===== config.mk =====
export PLATFORM = sky130hd
export DESIGN_NAME = bp_cce_mem_credit_ctrl
export DESIGN_NICKNAME = d
export VERILOG_FILES = /design/src/rtl/bp_cce_mem_credit_ctrl.sv
export SDC_FILE = /design/constraint.sdc
export NUM_CORES = 1
export LEC_CHECK = 0
export CAP_MARGIN = 20
export CORE_MARGIN = 4
export CORE_UTILIZATION = 30
export DETAILED_ROUTE_END_ITERATION = 12
export PLACE_DENSITY = 0.76
export SLEW_MARGIN = 20
export SYNTH_ARGS = -nofsm -noshare
export SYNTH_HDL_FRONTEND = slang
export SYNTH_SLANG_ARGS = --single-unit
export TNS_END_PERCENT = 30

===== constraint.sdc =====
create_clock -name clk_i -period 2.6 [get_ports clk_i]
set_input_delay 0.39 -clock clk_i [delete_from_list [all_inputs] [get_ports clk_i]]
set_output_delay 0.39 -clock clk_i [all_outputs]
set_load 0.02 [all_outputs]

===== src/rtl/bp_cce_mem_credit_ctrl.sv =====
// Credit-based flow control between the CCE memory-command port and the outbound command FIFO,
// with a drain/quiesce handshake. Optional stall statistics: define BP_CCE_CREDIT_STATS_EN.
module bp_cce_mem_credit_ctrl #(
    parameter int credits_p = 8,
    localparam int lg_credits_lp = $clog2(credits_p + 1)
) (
    input  logic                     clk_i,
    input  logic                     reset_n_i,
    input  logic                     mem_cmd_v_i,
    output logic                     mem_cmd_ready_o,
    output logic                     mem_cmd_v_o,
    input  logic                     mem_cmd_ready_i,
    input  logic                     mem_resp_yumi_i,
    input  logic                     drain_req_i,
    output logic                     drain_done_o,
    output logic [lg_credits_lp-1:0] outstanding_o,
    output logic                     credit_err_o,
    output logic [31:0]              stall_cnt_o,
    output logic [1:0]               state_o
);

    typedef enum logic [1:0] {
        e_run      = 2'd0,
        e_drain    = 2'd1,
        e_quiesced = 2'd2
    } state_e;

    localparam logic [lg_credits_lp-1:0] credit_limit_lp = lg_credits_lp'(credits_p);

    state_e                   state_r, state_n;
    logic [lg_credits_lp-1:0] outstanding_r, outstanding_n;
    logic                     credit_err_r;
    logic                     gate, send, ret;

    // Handshake: a command transfers on a cycle where mem_cmd_v_o and mem_cmd_ready_i are both high.
    // The gate masks valid and ready alike, so neither side sees a transfer while issue is blocked.
    assign gate            = (state_r == e_run) && (outstanding_r < credit_limit_lp);
    assign mem_cmd_v_o     = mem_cmd_v_i & gate;
    assign mem_cmd_ready_o = mem_cmd_ready_i & gate;

    assign send = mem_cmd_v_o & mem_cmd_ready_i;
    assign ret  = mem_resp_yumi_i & (outstanding_r != '0);

    always_comb begin
        outstanding_n = outstanding_r;
        if (send && !ret) begin
            outstanding_n = outstanding_r + 1'b1;
        end else if (ret && !send) begin
            outstanding_n = outstanding_r - 1'b1;
        end
    end

    // Quiescence looks at the post-update count so a final return completes the drain on its own edge.
    always_comb begin
        state_n = state_r;
        case (state_r)
            e_run:      if (drain_req_i) state_n = e_drain;
            e_drain: begin
                if (!drain_req_i) begin
                    state_n = e_run;
                end else if (outstanding_n == '0) begin
                    state_n = e_quiesced;
                end
            end
            e_quiesced: if (!drain_req_i) state_n = e_run;
            default:    state_n = e_run;
        endcase
    end

    always_ff @(posedge clk_i or negedge reset_n_i) begin
        if (!reset_n_i) begin
            state_r       <= e_run;
            outstanding_r <= '0;
            credit_err_r  <= 1'b0;
        end else begin
            state_r       <= state_n;
            outstanding_r <= outstanding_n;
            if (mem_resp_yumi_i && (outstanding_r == '0)) begin
                credit_err_r <= 1'b1;
            end
        end
    end

    assign drain_done_o  = (state_r == e_quiesced);
    assign outstanding_o = outstanding_r;
    assign credit_err_o  = credit_err_r;
    assign state_o       = state_r;

`ifdef BP_CCE_CREDIT_STATS_EN
    logic [31:0] stall_cnt_r;

    always_ff @(posedge clk_i or negedge reset_n_i) begin
        if (!reset_n_i) begin
            stall_cnt_r <= '0;
        end else if (mem_cmd_v_i && (state_r == e_run) && (outstanding_r == credit_limit_lp)
                     && (stall_cnt_r != '1)) begin
            stall_cnt_r <= stall_cnt_r + 32'd1;
        end
    end

    assign stall_cnt_o = stall_cnt_r;
`else
    assign stall_cnt_o = '0;
`endif

endmodule


==> flow_summary.json <==
{
  "outcome": "finished clean",
  "io_buffers": 15,
  "setup_tns_ns": 0,
  "rrSetupSlack_ns": 0.26,
  "grt_pass1_wl_mm": 1.78,
  "h-tree-depth": 1,
  "synth_edf_count": 0,
  "antenna_left": 0,
  "r2r_end": "state_o[0]",
  "grt_pass1_vias": 418,
  "netlist-cell-type-count": 27,
  "post_drt_wl_per_cell_um": 10.2,
  "ctsHoldBuffers": 0,
  "drcViolationCount": 0,
  "clk_pin_slew_worst_paths_ns": 0.05,
  "grt-ovfl-total": 0,
  "max_freq_ghz": 0.427,
  "hold_slack_ns": 0.400,
  "worst-r2r-cell-count": 7,
  "hold_viol_final": 0,
  "synth-seq-area-share_pct": 25.6,
  "synth_top_cell_by_area": "buf_4",
  "areaGrowthSynthToFinish_pct": 12.8,
  "dr.pass1.iters": 4,
  "leakage_uw": 0.000375,
  "fin_nets": 100,
  "synth.cell_area_um2": 683,
  "cp.buffers_inverters": 1,
  "critPathArrivalTime_ns": 2.47,
  "synth_common_cells": "buf_4, dfrtp_1, inv_1, xnor2_1",
  "crit_chain": "inv_1 > ha_1 > nor3b_1 > a211oi_2 > a22oi_1 > xnor2_1 > o41a_1",
  "fin_skew_ns": 0.00330,
  "cts_root_buf": "clkbuf_4",
  "async_flop_share_pct": 100,
  "die_width_um": 55.7,
  "synthFlopType": "dfrtp_1",
  "slowest_stage": "dfrtp_1",
  "cpPeakStageDelay_ns": 0.49,
  "total_power_uw": 775,
  "fin_crit_ns": 2.34,
  "numCtsBuffers": 3,
  "cpLargestDelayFamily": "compound AO/OA/AOI/OAI gates",
  "timing.rr.start": "outstanding_o[0]",
  "dpl.hpwl_um": 992,
  "rows": 17,
  "p_per_area_nw_per_um2": 1010,
  "vdd_ir_drop_max_v": 0.000258,
  "clockBufferDepth": 2,
  "netlist_instances": 73,
  "drt-total-wl_mm": 1.22,
  "final-setup-viol-count": 0,
  "cts-resized-gates": 0,
  "start_util_pct": 31.2,
  "layout-drive-gt1-share_pct": 7.69,
  "rsz0062_at_grt": "false",
  "fin_crit_sh_pct": 90.1,
  "synthTopCellsByArea": "buf_4, dfrtp_1, xnor2_1",
  "grt_util_all_layers_pct": 7.41,
  "place.gp.congestion": 0.829,
  "synth_top_area_share_pct": 35.2,
  "holdCritPathClass": "primary input to async pin",
  "crit_required_ns": 2.72,
  "grt_max_degree": 9,
  "cp-end-kind": "flop",
  "io_pins": 48,
  "cap_violations": 0,
  "cts_setup_buffers": 0,
  "cts_sinks": 7,
  "num_vias": 457,
  "synth_most_common_cell": "buf_4",
  "worstPathMaxFanout": 8,
  "ys_ff_latch": 7,
  "clock_latency_ns": 0.25,
  "viasPerCell": 3.84,
  "die_h_um": 55.7,
  "drt-initial-drc-count": 5,
  "cts_tree": "done",
  "yosys_warnings": 0,
  "diodes": 0,
  "core_um2": 2190,
  "antenna_found_initial": 0,
  "die_area_um2": 3100,
  "final_max_slew_viol_count": 0,
  "start_kind": "flop",
  "critical_path_class": "flop to flop",
  "synth_area_per_cell_um2": 9.36
}
-- cell usage in the layout (no fill, tap or decap) --
master and n:
nor4b_4 1, nor3_1 1, nor2_1 2, nor3b_1 1, nor2b_1 1, and3_1 1
o211ai_1 1, clkbuf_4 3, o41ai_2 1, a21o_1 1, nor4b_1 1, xnor2_1 3
dfrtp_1 7, clkbuf_1 1, a21oi_1 1, nand3b_1 1, o31ai_1 1, clkdlybuf4s50_1 15
nand2_1 1, o41a_1 1, a211oi_2 1, and2b_1 1, nor4_1 1, inv_1 5
a22oi_1 2, o211a_1 1, ha_1 2, conb_1 32, mux2_2 1
-- state kept, by name (all words and copies together) (netlist names) --
signal / count
credit_err_o: 1
outstanding_o: 4
state_o: 2
-- logic make-up after synthesis --
group	Yosys count	share of synthesized area, %
other	1	0.549
xor gates and xnor gates	3	3.85
DFF	7	25.6
buffers and inverters	37	37.9
and+or+nand+nor	12	13.2
adders and majority gates	2	3.66
AOI/OAI and AO/OA	10	13.6
muxes	1	1.65
-- stage by stage --
stage | utilization, % | setup WS [ns] | instances | area (um^2)
global placement | 34.0 | 0.362 | 115 | 744
CTS | 35.2 | 0.288 | 119 | 771
detailed placement | 34.0 | 0.301 | 115 | 744
global route | 35.2 | 0.130 | 119 | 771
floorplan | - | 0.428 | 104 | 800
finish | 35.2 | 0.258 | 119 | 771
-- worst register-to-register path, stage by stage (launching register included) --
cell and delay, ns:
dfrtp_1 0.49, inv_1 0.08, ha_1 0.22, nor3b_1 0.17, a211oi_2 0.46, a22oi_1 0.20, xnor2_1 0.21, o41a_1 0.38
-- routing by layer --
| metal | GRT usage [%] | vias to the layer above | wire length (um) |
|---|---|---|---|
| met1 | 8.43 | 212 | 454 |
| met3 | 2.32 | 0 | 137 |
| met4 | 6.25 | 0 | 0 |
| met2 | 11.1 | 27 | 625 |
| met5 | 0 | - | 0 |
| li1 | - | 218 | - |
-- layout make-up --
class / count / area [um^2]
Multi-Input combinational cell: 60 / 365
Inverter: 5 / 18.8
Fill cell: 233 / 1420
Sequential cell: 7 / 175
Timing Repair Buffer: 15 / 150
Tap cell: 28 / 35.0
Clock buffer: 4 / 26.3
-- how the worst max path moves through the flow --
stage / from / end / slack, ns / depth (start not counted)
6_report: outstanding_o[0] / state_o[0] / 0.26 / 7
5_1_grt: outstanding_o[0] / state_o[0] / 0.13 / 7
4_1_cts: outstanding_o[0] / state_o[0] / 0.29 / 7
3_5_place_dp: mem_cmd_v_i / state_o[0] / 0.30 / 6
3_3_place_gp: mem_cmd_v_i / state_o[0] / 0.36 / 6
2_1_floorplan: outstanding_o[0] / state_o[0] / 0.43 / 7
-- where the power goes --
| group | internal, uW | switching [uW] |
|---|---|---|
| Combinational | 200 | 243 |
| Clock | 58.4 | 38.0 |
| Sequential | 156 | 79.7 |
| Total | 415 | 360 |
No activity file was read; power rests on OpenSTA's default activity.
